<file path="src/rtl/load_store_unit.sv">
// Load/store requester for a byte-lane memory with a 2-cycle registered read.
// Optional feature macro: LSU_MISALIGN_TRAP_EN (misaligned requests answered with resp_misaligned).
module load_store_unit #(
    parameter int MEM_BITS = 12
) (
    input  logic        clock,
    input  logic        reset_n,
    input  logic        req_valid,
    output logic        req_ready,
    input  logic        req_store,
    input  logic [1:0]  req_size,
    input  logic        req_unsigned,
    input  logic [31:0] req_addr,
    input  logic [31:0] req_wdata,
    input  logic [4:0]  req_rd,
    output logic        resp_valid,
    output logic [31:0] resp_data,
    output logic [4:0]  resp_rd,
`ifdef LSU_MISALIGN_TRAP_EN
    output logic        resp_misaligned,
`endif
    output logic        mem_write,
    output logic [31:0] mem_addr,
    output logic [3:0]  mem_write_to,
    output logic [31:0] mem_write_value,
    input  logic [31:0] mem_read_value
);

    localparam logic [2:0] IDLE  = 3'd0;
    localparam logic [2:0] ISSUE = 3'd1;
    localparam logic [2:0] WAIT1 = 3'd2;
    localparam logic [2:0] WAIT2 = 3'd3;
    localparam logic [2:0] RESP  = 3'd4;

    localparam logic [31:0] ADDR_MASK = (MEM_BITS >= 32) ? 32'hFFFF_FFFF
                                                         : ((32'd1 << MEM_BITS) - 32'd1);

    logic [2:0]  state_q, state_d;
    logic        store_q;
    logic [1:0]  size_q;
    logic        unsigned_q;
    logic [1:0]  off_q;
    logic [4:0]  rd_q;
    logic        mem_write_q;
    logic [31:0] mem_addr_q;
    logic [3:0]  mem_write_to_q;
    logic [31:0] mem_write_value_q;
    logic        resp_valid_q;
    logic [31:0] resp_data_q;
    logic [4:0]  resp_rd_q;

    logic        accept;
    logic        trap_take;
    logic [31:0] aligned_addr;
    logic [3:0]  lane_en;
    logic [31:0] lane_val;
    logic [31:0] shifted;
    logic [31:0] load_data;

    assign accept = req_valid && (state_q == IDLE);

`ifdef LSU_MISALIGN_TRAP_EN
    logic misaligned;
    logic resp_misaligned_q;
    assign misaligned = ((req_size == 2'b01) && req_addr[0]) ||
                        (req_size[1] && (req_addr[1:0] != 2'b00));
    assign trap_take  = misaligned;
    assign resp_misaligned = resp_misaligned_q;

    // Pulses alongside resp_valid only for a trapped request.
    always_ff @(posedge clock) begin
        if (!reset_n) resp_misaligned_q <= 1'b0;
        else          resp_misaligned_q <= accept && misaligned;
    end
`else
    assign trap_take = 1'b0;
`endif

    // Without the trap, misaligned low address bits are simply dropped.
    always_comb begin
        aligned_addr = req_addr;
        lane_en      = 4'b1111;
        lane_val     = req_wdata;
        case (req_size)
            2'b00: begin
                lane_en  = 4'b0001 << req_addr[1:0];
                lane_val = {4{req_wdata[7:0]}};
            end
            2'b01: begin
                aligned_addr = {req_addr[31:1], 1'b0};
                lane_en      = req_addr[1] ? 4'b1100 : 4'b0011;
                lane_val     = {2{req_wdata[15:0]}};
            end
            default: aligned_addr = {req_addr[31:2], 2'b00};
        endcase
    end

    always_comb begin
        shifted   = mem_read_value >> {off_q, 3'b000};
        load_data = shifted;
        case (size_q)
            2'b00:   load_data = unsigned_q ? {24'd0, shifted[7:0]}
                                            : {{24{shifted[7]}}, shifted[7:0]};
            2'b01:   load_data = unsigned_q ? {16'd0, shifted[15:0]}
                                            : {{16{shifted[15]}}, shifted[15:0]};
            default: load_data = shifted;
        endcase
    end

    always_comb begin
        state_d = state_q;
        case (state_q)
            IDLE:    if (accept) state_d = trap_take ? RESP : ISSUE;
            ISSUE:   state_d = store_q ? RESP : WAIT1;
            WAIT1:   state_d = WAIT2;
            WAIT2:   state_d = RESP;
            RESP:    state_d = IDLE;
            default: state_d = IDLE;
        endcase
    end

    always_ff @(posedge clock) begin
        if (!reset_n) begin
            state_q           <= IDLE;
            store_q           <= 1'b0;
            size_q            <= 2'b00;
            unsigned_q        <= 1'b0;
            off_q             <= 2'b00;
            rd_q              <= 5'd0;
            mem_write_q       <= 1'b0;
            mem_addr_q        <= 32'd0;
            mem_write_to_q    <= 4'd0;
            mem_write_value_q <= 32'd0;
            resp_valid_q      <= 1'b0;
            resp_data_q       <= 32'd0;
            resp_rd_q         <= 5'd0;
        end else begin
            state_q      <= state_d;
            mem_write_q  <= 1'b0;
            resp_valid_q <= 1'b0;
            if (accept) begin
                store_q    <= req_store;
                size_q     <= req_size;
                unsigned_q <= req_unsigned;
                off_q      <= aligned_addr[1:0];
                rd_q       <= req_rd;
                if (trap_take) begin
                    resp_valid_q <= 1'b1;
                    resp_data_q  <= 32'd0;
                    resp_rd_q    <= req_rd;
                end else begin
                    mem_write_q       <= req_store;
                    mem_addr_q        <= aligned_addr & ADDR_MASK;
                    mem_write_to_q    <= req_store ? lane_en : 4'b0000;
                    mem_write_value_q <= lane_val;
                end
            end
            if (state_q == ISSUE && store_q) begin
                resp_valid_q <= 1'b1;
                resp_data_q  <= 32'd0;
                resp_rd_q    <= rd_q;
            end
            // Read data from the ISSUE address lands during WAIT2.
            if (state_q == WAIT2) begin
                resp_valid_q <= 1'b1;
                resp_data_q  <= load_data;
                resp_rd_q    <= rd_q;
            end
        end
    end

    assign req_ready       = (state_q == IDLE);
    assign mem_write       = mem_write_q;
    assign mem_addr        = mem_addr_q;
    assign mem_write_to    = mem_write_to_q;
    assign mem_write_value = mem_write_value_q;
    assign resp_valid      = resp_valid_q;
    assign resp_data       = resp_data_q;
    assign resp_rd         = resp_rd_q;

endmodule

</file>
<file path="config.mk">
export PLATFORM = sky130hd
export DESIGN_NAME = load_store_unit
export DESIGN_NICKNAME = d
export VERILOG_FILES = /design/src/rtl/load_store_unit.sv
export SDC_FILE = /design/constraint.sdc
export NUM_CORES = 1
export LEC_CHECK = 0
export ABC_AREA = 1
export BUFFER_PORTS_ARGS = -buffer_cell sky130_fd_sc_hd__buf_2
export CAP_MARGIN = 15
export CORE_MARGIN = 5
export CORE_UTILIZATION = 47
export DETAILED_ROUTE_END_ITERATION = 6
export PLACE_DENSITY = 0.81
export SYNTH_ARGS = -nofsm -noshare
export SYNTH_HDL_FRONTEND = slang
export SYNTH_SLANG_ARGS = --single-unit
</file>
<file path="constraint.sdc">
create_clock -name clock -period 1.45 [get_ports clock]
set_input_delay 0.0725 -clock clock [delete_from_list [all_inputs] [get_ports clock]]
set_output_delay 0.0725 -clock clock [all_outputs]
set_load 0.02 [all_outputs]
</file>
---- Word-level counts from Yosys, hierarchy flattened ----
Index checks and enable logic that the tools add are counted.
operators by class
  eq/ne operators ......................... 6
  reductions and logical operators ........ 7
  multiplexer cells ....................... 17
  shift-type cells ........................ 2
operators by type and width
  operator                                              number
  2-to-1 mux 32 bit                                     4
  case mux 32 bit (2 select lines)                      2
  right shift 32 x 5 -> 32 bit                          1
  case mux 3 bit (4 select lines)                       1
  2-to-1 mux 5 bit                                      2
  2-to-1 mux 4 bit                                      2
  case mux 4 bit (2 select lines)                       1
  equality test 3 x 2 -> 1 bit (second input constant)  2
  2-to-1 mux 3 bit                                      2
  equality test 2 x 1 -> 1 bit (second input constant)  2
  logical NOT 2 bit                                     2
  case mux 2 bit (2 select lines)                       1
  left shift 1 x 2 -> 4 bit (first input constant)      1
  equality test 3 x 1 -> 1 bit (second input constant)  1
  logical NOT 3 bit                                     1
  logical AND 1 bit                                     2
  2-to-1 mux 1 bit                                      2
  != test 2 x 1 -> 1 bit (second input constant)        1
  AND reduction 2 bit                                   1
  nonzero test 2 bit                                    1
word-level totals
  bits of input ports ..................... 108
  output and inout port bits .............. 108
  bits in registers ....................... 101
  logic and storage cells ................. 45

---- Longest topological paths before layout ----
Gate-level depths: netlist of the first run.
  depth after elaboration ................. 4
  mapped depth ............................ 9

---- Least setup slack after synthesis of the first run ----
OpenSTA, ideal clock, no wires.
  kind .................................... register -> register
  start point ............................. register off_q[0]
  end point ............................... register resp_data_q[21] (netlist: resp_data[21])
  buffers on the path ..................... 1
  cell stages (with the launch flop) ...... 9
  arrival ................................. 1,272 ps
  path slack .............................. 46 ps
  library setup time ...................... 132 ps
  period minus slack after synthesis ...... 1,404 ps
  data required time ...................... 1,318 ps
  cell sequence ........................... dfxtp_1 -> inv_2 -> nand2_1 -> nand3_2 -> nand3_4 -> nand3_4 -> buf_6 -> nand2_1 -> a21oi_1
on the way
  word-level cells in the longest chain between the ends .. 4
  elaborated cells on any way between the ends .. 5
ends and longest elaborated chain
  what                                  line      source
  from (decl)                           42        logic [1:0] off_q;
  from (signal assigned)                145       off_q <= aligned_addr[1:0];
  right shift 32 x 5 -> 32 bit (*)      99        shifted = mem_read_value >> {off_q, 3'b000};
  2-to-1 mux 32 bit (on tied branches)  104, 102
  case mux 32 bit (2 select lines) (*)  101       case (size_q)
  2-to-1 mux 32 bit (*)                 164       if (state_q == WAIT2) begin
  to (signal assigned)                  166       resp_data_q <= load_data;
  to (decl)                             49        logic [31:0] resp_data_q;
Mark *: on every way between the ends. The rest lies on a longest branch, timed or not.
A chain may end at the register's enable or synchronous reset.

---- Final worst setup path of the first run ----
  start point ............................. register state_q[0]
  end point ............................... register mem_write_value_q[22] (netlist: mem_write_value[22])
on the way
  word-level cells in the longest chain between the ends .. 2
ends and longest elaborated chain
  what                    line  source
  from (decl)             38    logic [2:0] state_q, state_d;
  from (signal assigned)  138   state_q <= state_d;
  logical NOT 3 bit       60    assign accept = req_valid && (state_q == IDLE);
  logical AND 1 bit       60
  to (signal assigned)    155   mem_write_value_q <= lane_val;
  to (decl)               47    logic [31:0] mem_write_value_q;
No other way between the ends.

==> impl_metrics.json, run 1 <==
{
  "layout-drive-gt1-share_pct": 28.2,
  "slowest_delay_ns": 0.33,
  "insertion_delay_ns": 0.36,
  "crit_chain": "nor2_2 > nand2_2 > nor2_4 > buf_12 > buf_12 > o21ai_0 > a31oi_1",
  "grt_pass1_vias": 4928,
  "gp_congestion": 0.867,
  "clock_sinks": 99,
  "syn_avg_cell_area_um2": 7.16,
  "fin_nets": 964,
  "synth_cell_types": 28,
  "hold_end": "mem_write_value[28]",
  "crit_start": "state_q[0]",
  "grt_overflow": 0,
  "htreeDepth": 3,
  "rrSetupSlack_ns": 0.04,
  "synth_edf_count": 0,
  "routed_via_density": 5.16,
  "drv_cap": 0,
  "dp_hpwl_um": 9950,
  "antenna_cells": 0,
  "drcViolationCount": 0,
  "fmax_ghz": 0.708,
  "p_leak_nw": 3.05,
  "min_path_type": "in -> reg",
  "cts_buffers": 9,
  "synth.area.top_cells": "dfxtp_1, nand2_1, a21oi_1",
  "finalSetupViolCount": 0,
  "ant_nets": 0,
  "syn-instance-count": 644,
  "fin_cells": 994,
  "final_hold_viol_count": 0,
  "async_flop_share_pct": 0,
  "synth_seq_cells": 99,
  "gr-usage-all-layers_pct": 24.9,
  "fin_crit_sh_pct": 97.4,
  "grt_max_degree": 46,
  "crit_top_cell": "buf_12",
  "routed_wl_um": 15100,
  "first_pass_iters": 5,
  "clk_pin_slew_worst_paths_ns": 0.09,
  "status": "complete, no violations",
  "start_util_pct": 47.6,
  "yosysWarnings": 0,
  "num_rows": 36,
  "yosysSeqAreaShare_pct": 43.0,
  "netlist_area_um2": 4610,
  "timing.rr.start": "state_q[0]",
  "fin_worst_skew_ns": 0.00885,
  "synth_ff_type": "dfxtp_1",
  "r2r_end": "mem_write_value[22]",
  "endpoint_kind": "flip-flop",
  "cp.arrival_ns": 1.69,
  "cp-start-kind": "flip-flop",
  "coreArea_um2": 9680,
  "clock_path_buffers": 2,
  "setup_ws_ns": 0.0371,
  "synth.largest_area_cell": "dfxtp_1",
  "die_h_um": 109,
  "synth.top_cell.area_share_pct": 43.0,
  "io_buffer_count": 175,
  "period_needed_ns": 1.41,
  "holdPathStages": 3,
  "fin_util_pct": 64.9,
  "cts_tree": "yes",
  "grt_first_pass_wirelength_um": 23500,
  "ir_drop_v": 0.000627,
  "hold_start": "req_wdata[28]",
  "ff2ff_path_depth": 7,
  "fin_setup_tns_ns": 0,
  "dieArea_um2": 11900,
  "slowest_stage": "dfxtp_1",
  "die_x_um": 109,
  "drt_iter0_markers": 380,
  "drv_slew": 0,
  "wl_per_cell_um": 15.2,
  "antenna_found_initial": 1,
  "worstPathRequired_ns": 1.73,
  "dr_total_vias": 5129,
  "ioPinCount": 216,
  "root_buffer": "clkbuf_8",
  "areaGrowthSynthToFinish_pct": 36.4,
  "power_density_nw_per_um2": 1040,
  "critical_path_class": "reg -> reg",
  "holdWs_ns": 0.0164,
  "dp.cells": 929,
  "cp_max_fo": 23,
  "pre_cts_ws_ns": 0.00158
}
[worst max path at each step]
stage                               end  slack [ns]  depth (start not counted)
floorplan                 resp_data[21]        0.05                          8
global placement    mem_write_value[27]        0.05                          6
detailed placement  mem_write_value[27]       0.002                          6
CTS                         mem_addr[1]       -0.01                          6
global route        mem_write_value[22]      -0.001                          7
finish              mem_write_value[22]        0.04                          7
[sequential cells by signal, indices dropped and copies added, names as in the netlist, 2 cells and up]
register	flops
mem_addr	11
mem_write_to	4
mem_write_value	32
rd_q	5
resp_data	32
resp_rd	5
size_q	2
state_q	3
[power breakdown]
group | switching (mW) | internal [mW]
registers | 0.110 | 2.92
clock network | 0.962 | 0.721
logic | 1.13 | 0.678
total | 2.20 | 4.32
[Yosys cell counts, types with 2 or more instances]
cell      count
nor2_1       51
a31oi_1       9
a211oi_1      2
dfxtp_1      99
a21oi_1      92
o211ai_1      7
buf_6         6
clkbuf_1     25
nand3_4       2
nand3_1      34
inv_2         3
nor2_4        2
buf_4        24
nand3_2       2
o21ai_0      70
nand2_1     155
o21ai_2       8
buf_2         8
inv_1        32
nor2_2        5
[worst max-delay path: cells and delay by family (launching register included)]
family                 cells  cell delay (ns)
AOI/OAI and AO/OA          2             0.35
buffers and inverters      2             0.29
DFF                        1             0.33
and+or+nand+nor            3             0.36
[cells by family (layout without fill, tap and decap cells)]
family / count (synthesis) / after routing / share of synthesized area (%)
buffers and inverters: 101 / 299 / 11.5
other: 1 / 20 / 0.0814
AND/OR/NAND/NOR: 253 / 253 / 23.2
flip-flops: 99 / 99 / 43.0
AO/OA/AOI/OAI: 190 / 190 / 22.2
[per-layer routing]
metal / global-route usage, % / wire length (um) / part of all wire, % / up-vias
met3: 6.39 / 1590 / 11 / 39
li1: - / - / - / 2505
met2: 42.3 / 7210 / 48 / 268
met4: 9.83 / 315 / 2.1 / 2
met5: 0 / 12 / 0.080 / -
met1: 30.0 / 5950 / 39 / 2315
[what timing repair did]
action,in CTS,in global routing
hold buffers,46,0
endpoints found under the hold margin,46,0
gates cloned,0,1
setup endpoints to repair,2,56
setup buffers,0,2
resized for setup,0,15
pin swaps,0,3
[through the flow]
step	power (mW)	instance area [um2]
global placement	4.66	5550
finish	6.52	6280
floorplan	4.20	4680
global route	6.88	6280
CTS	6.44	6190
detailed placement	4.68	5550
[final cells by class]
type / count / area (um2)
Multi-Input combinational cell: 463 / 2180
Clock inverter: 3 / 22.5
Timing Repair Buffer: 246 / 1620
Sequential cell: 99 / 1980
Tap cell: 133 / 166
Clock buffer: 13 / 159
Fill cell: 867 / 3400
Inverter: 37 / 154
[layout by cell type, fill, tap and decap left out, types with 3 or more instances in the layout]
| master | instances |
|---|---|
| a21oi_1 | 91 |
| a31oi_1 | 9 |
| buf_12 | 6 |
| buf_2 | 175 |
| buf_4 | 17 |
| clkbuf_8 | 11 |
| clkinvlp_4 | 3 |
| conb_1 | 20 |
| dfxtp_1 | 98 |
| dlygate4sd3_1 | 46 |
| inv_1 | 32 |
| nand2_1 | 153 |
| nand3_1 | 34 |
| nor2_1 | 50 |
| nor2_2 | 6 |
| o211ai_1 | 7 |
| o21ai_0 | 70 |
| o21ai_2 | 8 |
(Power assumes the default switching activity.)
==> run 2: changes to the inputs <==
==> constraint.sdc (replaced) <==
create_clock -name clock -period 1.45 [get_ports clock]
set_input_delay 0.29 -clock clock [delete_from_list [all_inputs] [get_ports clock]]
set_output_delay 0.29 -clock clock [all_outputs]
set_load 0.02 [all_outputs]
==> run 2 against run 1 <==
The flow now finishes with violations (setup timing). Register-to-register slack improved by 0.06 ns. Final cell count decreased by 4.0%. Maximum frequency decreased by 3.2%. Via count decreased by 2.5%. Clock power increased by 27%. Critical path type is now reg -> out. Critical endpoint is now req_ready. Largest cell class unchanged. Largest power group unchanged. Highest routed layer is now met4.
==> impl_metrics.json, run 2 (synthesis gave the netlist of run 1 again) <==
{
  "status": "finished, violations left",
  "violations": "setup timing",
  "fin_util_pct": 61.7,
  "cts_buffers": 9,
  "regArea_um2": 1990,
  "fin_nets": 924,
  "final_hold_viol_count": 0,
  "holdPathStages": 3,
  "layout-drive-gt1-share_pct": 31.0,
  "final_cell_mix": "buf_2, nand2_1, dfxtp_1, a21oi_1, o21ai_0",
  "fin_crit_sh_pct": 101,
  "clock_path_buffers": 2,
  "dieArea_um2": 11900,
  "first_pass_iters": 6,
  "setup_ws_ns": -0.0101,
  "io_buffer_count": 175,
  "grt_overflow": 0,
  "ff2ff_path_depth": 7,
  "final_area_um2": 5970,
  "drcViolationCount": 0,
  "cp_max_fo": 2,
  "clk_pin_slew_worst_paths_ns": 0.09,
  "power_density_nw_per_um2": 1150,
  "critical_path_class": "reg -> out",
  "drv_cap": 0,
  "gr-usage-all-layers_pct": 22.8,
  "fin_cells": 954,
  "r2r_end": "mem_write_value[23]",
  "final_common_cell": "buf_2",
  "power_mw": 6.90,
  "antenna_found_initial": 1,
  "worstPathRequired_ns": 1.16,
  "p_leak_nw": 2.93,
  "cp.arrival_ns": 1.17,
  "insertion_delay_ns": 0.36,
  "coreArea_um2": 9680,
  "crit_start": "state_q[0]",
  "rsz0062_at_grt": "true",
  "gp_congestion": 0.867,
  "grt_max_degree": 47,
  "grt_pass1_vias": 4567,
  "num_rows": 36,
  "wl_per_cell_um": 14.6,
  "pre_cts_ws_ns": -0.0783,
  "drt_iter0_markers": 292,
  "hold_start": "req_addr[3]",
  "endpoint_kind": "output port",
  "multi_input_area_um2": 2210,
  "start_util_pct": 47.6,
  "drv_slew": 0,
  "die_x_um": 109,
  "fmax_ghz": 0.685,
  "ioPinCount": 216,
  "htreeDepth": 3,
  "fillerInstances": 913,
  "die_h_um": 109,
  "min_path_type": "in -> reg",
  "period_needed_ns": 1.46,
  "cp-start-kind": "flip-flop",
  "timing.rr.start": "state_q[0]",
  "dp_hpwl_um": 10000,
  "routed_wl_um": 13900,
  "fin_worst_skew_ns": 0.00871,
  "placed_area_um2": 5590,
  "rrSetupSlack_ns": 0.10,
  "root_buffer": "clkbuf_8",
  "routed_via_density": 5.24,
  "cts_tree": "yes",
  "finalSetupViolCount": 1,
  "ir_drop_v": 0.000694,
  "hold_end": "mem_addr[3]",
  "dp.cells": 933,
  "ant_nets": 0,
  "grt_first_pass_wirelength_um": 21500,
  "clock_sinks": 99,
  "areaGrowthSynthToFinish_pct": 29.6,
  "dr_total_vias": 4999
}
-- run 2: what timing repair did --
item                                    4_1_cts  5_1_grt
pin swaps                                     2        3
cloned                                        1        2
endpoints found under the setup margin       28       32
hold buffers                                  0        0
setup buffers                                 2        0
gates resized for setup                      10       11
-- run 2: per-layer routing --
| metal | part of all wire (%) | up-vias | track usage (%) | wire length (um) |
|---|---|---|---|---|
| li1 | - | 2428 | - | - |
| met1 | 39 | 2293 | 26.8 | 5380 |
| met2 | 48 | 251 | 38.9 | 6660 |
| met3 | 11 | 27 | 6.63 | 1570 |
| met4 | 2.5 | 0 | 9.29 | 343 |
| met5 | 0 | - | 0 | 0 |
-- run 2: final cells by class --
type | instances | area share, %
repair buffers | 205 | 20.5
multi-input cells | 464 | 37.0
clock inverters | 4 | 1.65
clock buffers | 11 | 2.37
diodes | 1 | 0.0419
inverters | 37 | 2.49
flip-flops and latches | 99 | 33.2
well taps | 133 | 2.79
-- run 2: metrics by stage --
stage,setup TNS [ns],hold WS (ns)
finish,-0.0101,0.145
global route,-0.0946,0.133
CTS,-0.0340,0.132
detailed placement,-0.547,0.449
global placement,-0.0704,0.441
floorplan,0,0.425
-- run 2: power by group --
part,switching (mW),internal (mW)
Sequential,0.0989,2.92
Clock,0.946,1.19
Combinational,1.11,0.629
Total,2.16,4.74
-- run 2: worst max-delay path, stage by stage, from the launching register on --
cell,delay [ns]
dfxtp_2,0.34
nor2_4,0.12
nand2_2,0.08
buf_6,0.12
inv_2,0.04
buf_6,0.10
-- run 2: worst max path at each step --
stage / depth (start not counted) / to / slack, ns
final: 5 / req_ready / -0.01
after global routing: 5 / req_ready / -0.06
after CTS: 5 / req_ready / -0.03
after detailed placement: 7 / mem_write_to[3] / -0.08
after global placement: 7 / mem_write_to[3] / -0.03
after floorplan: 8 / resp_data[21] / 0.05
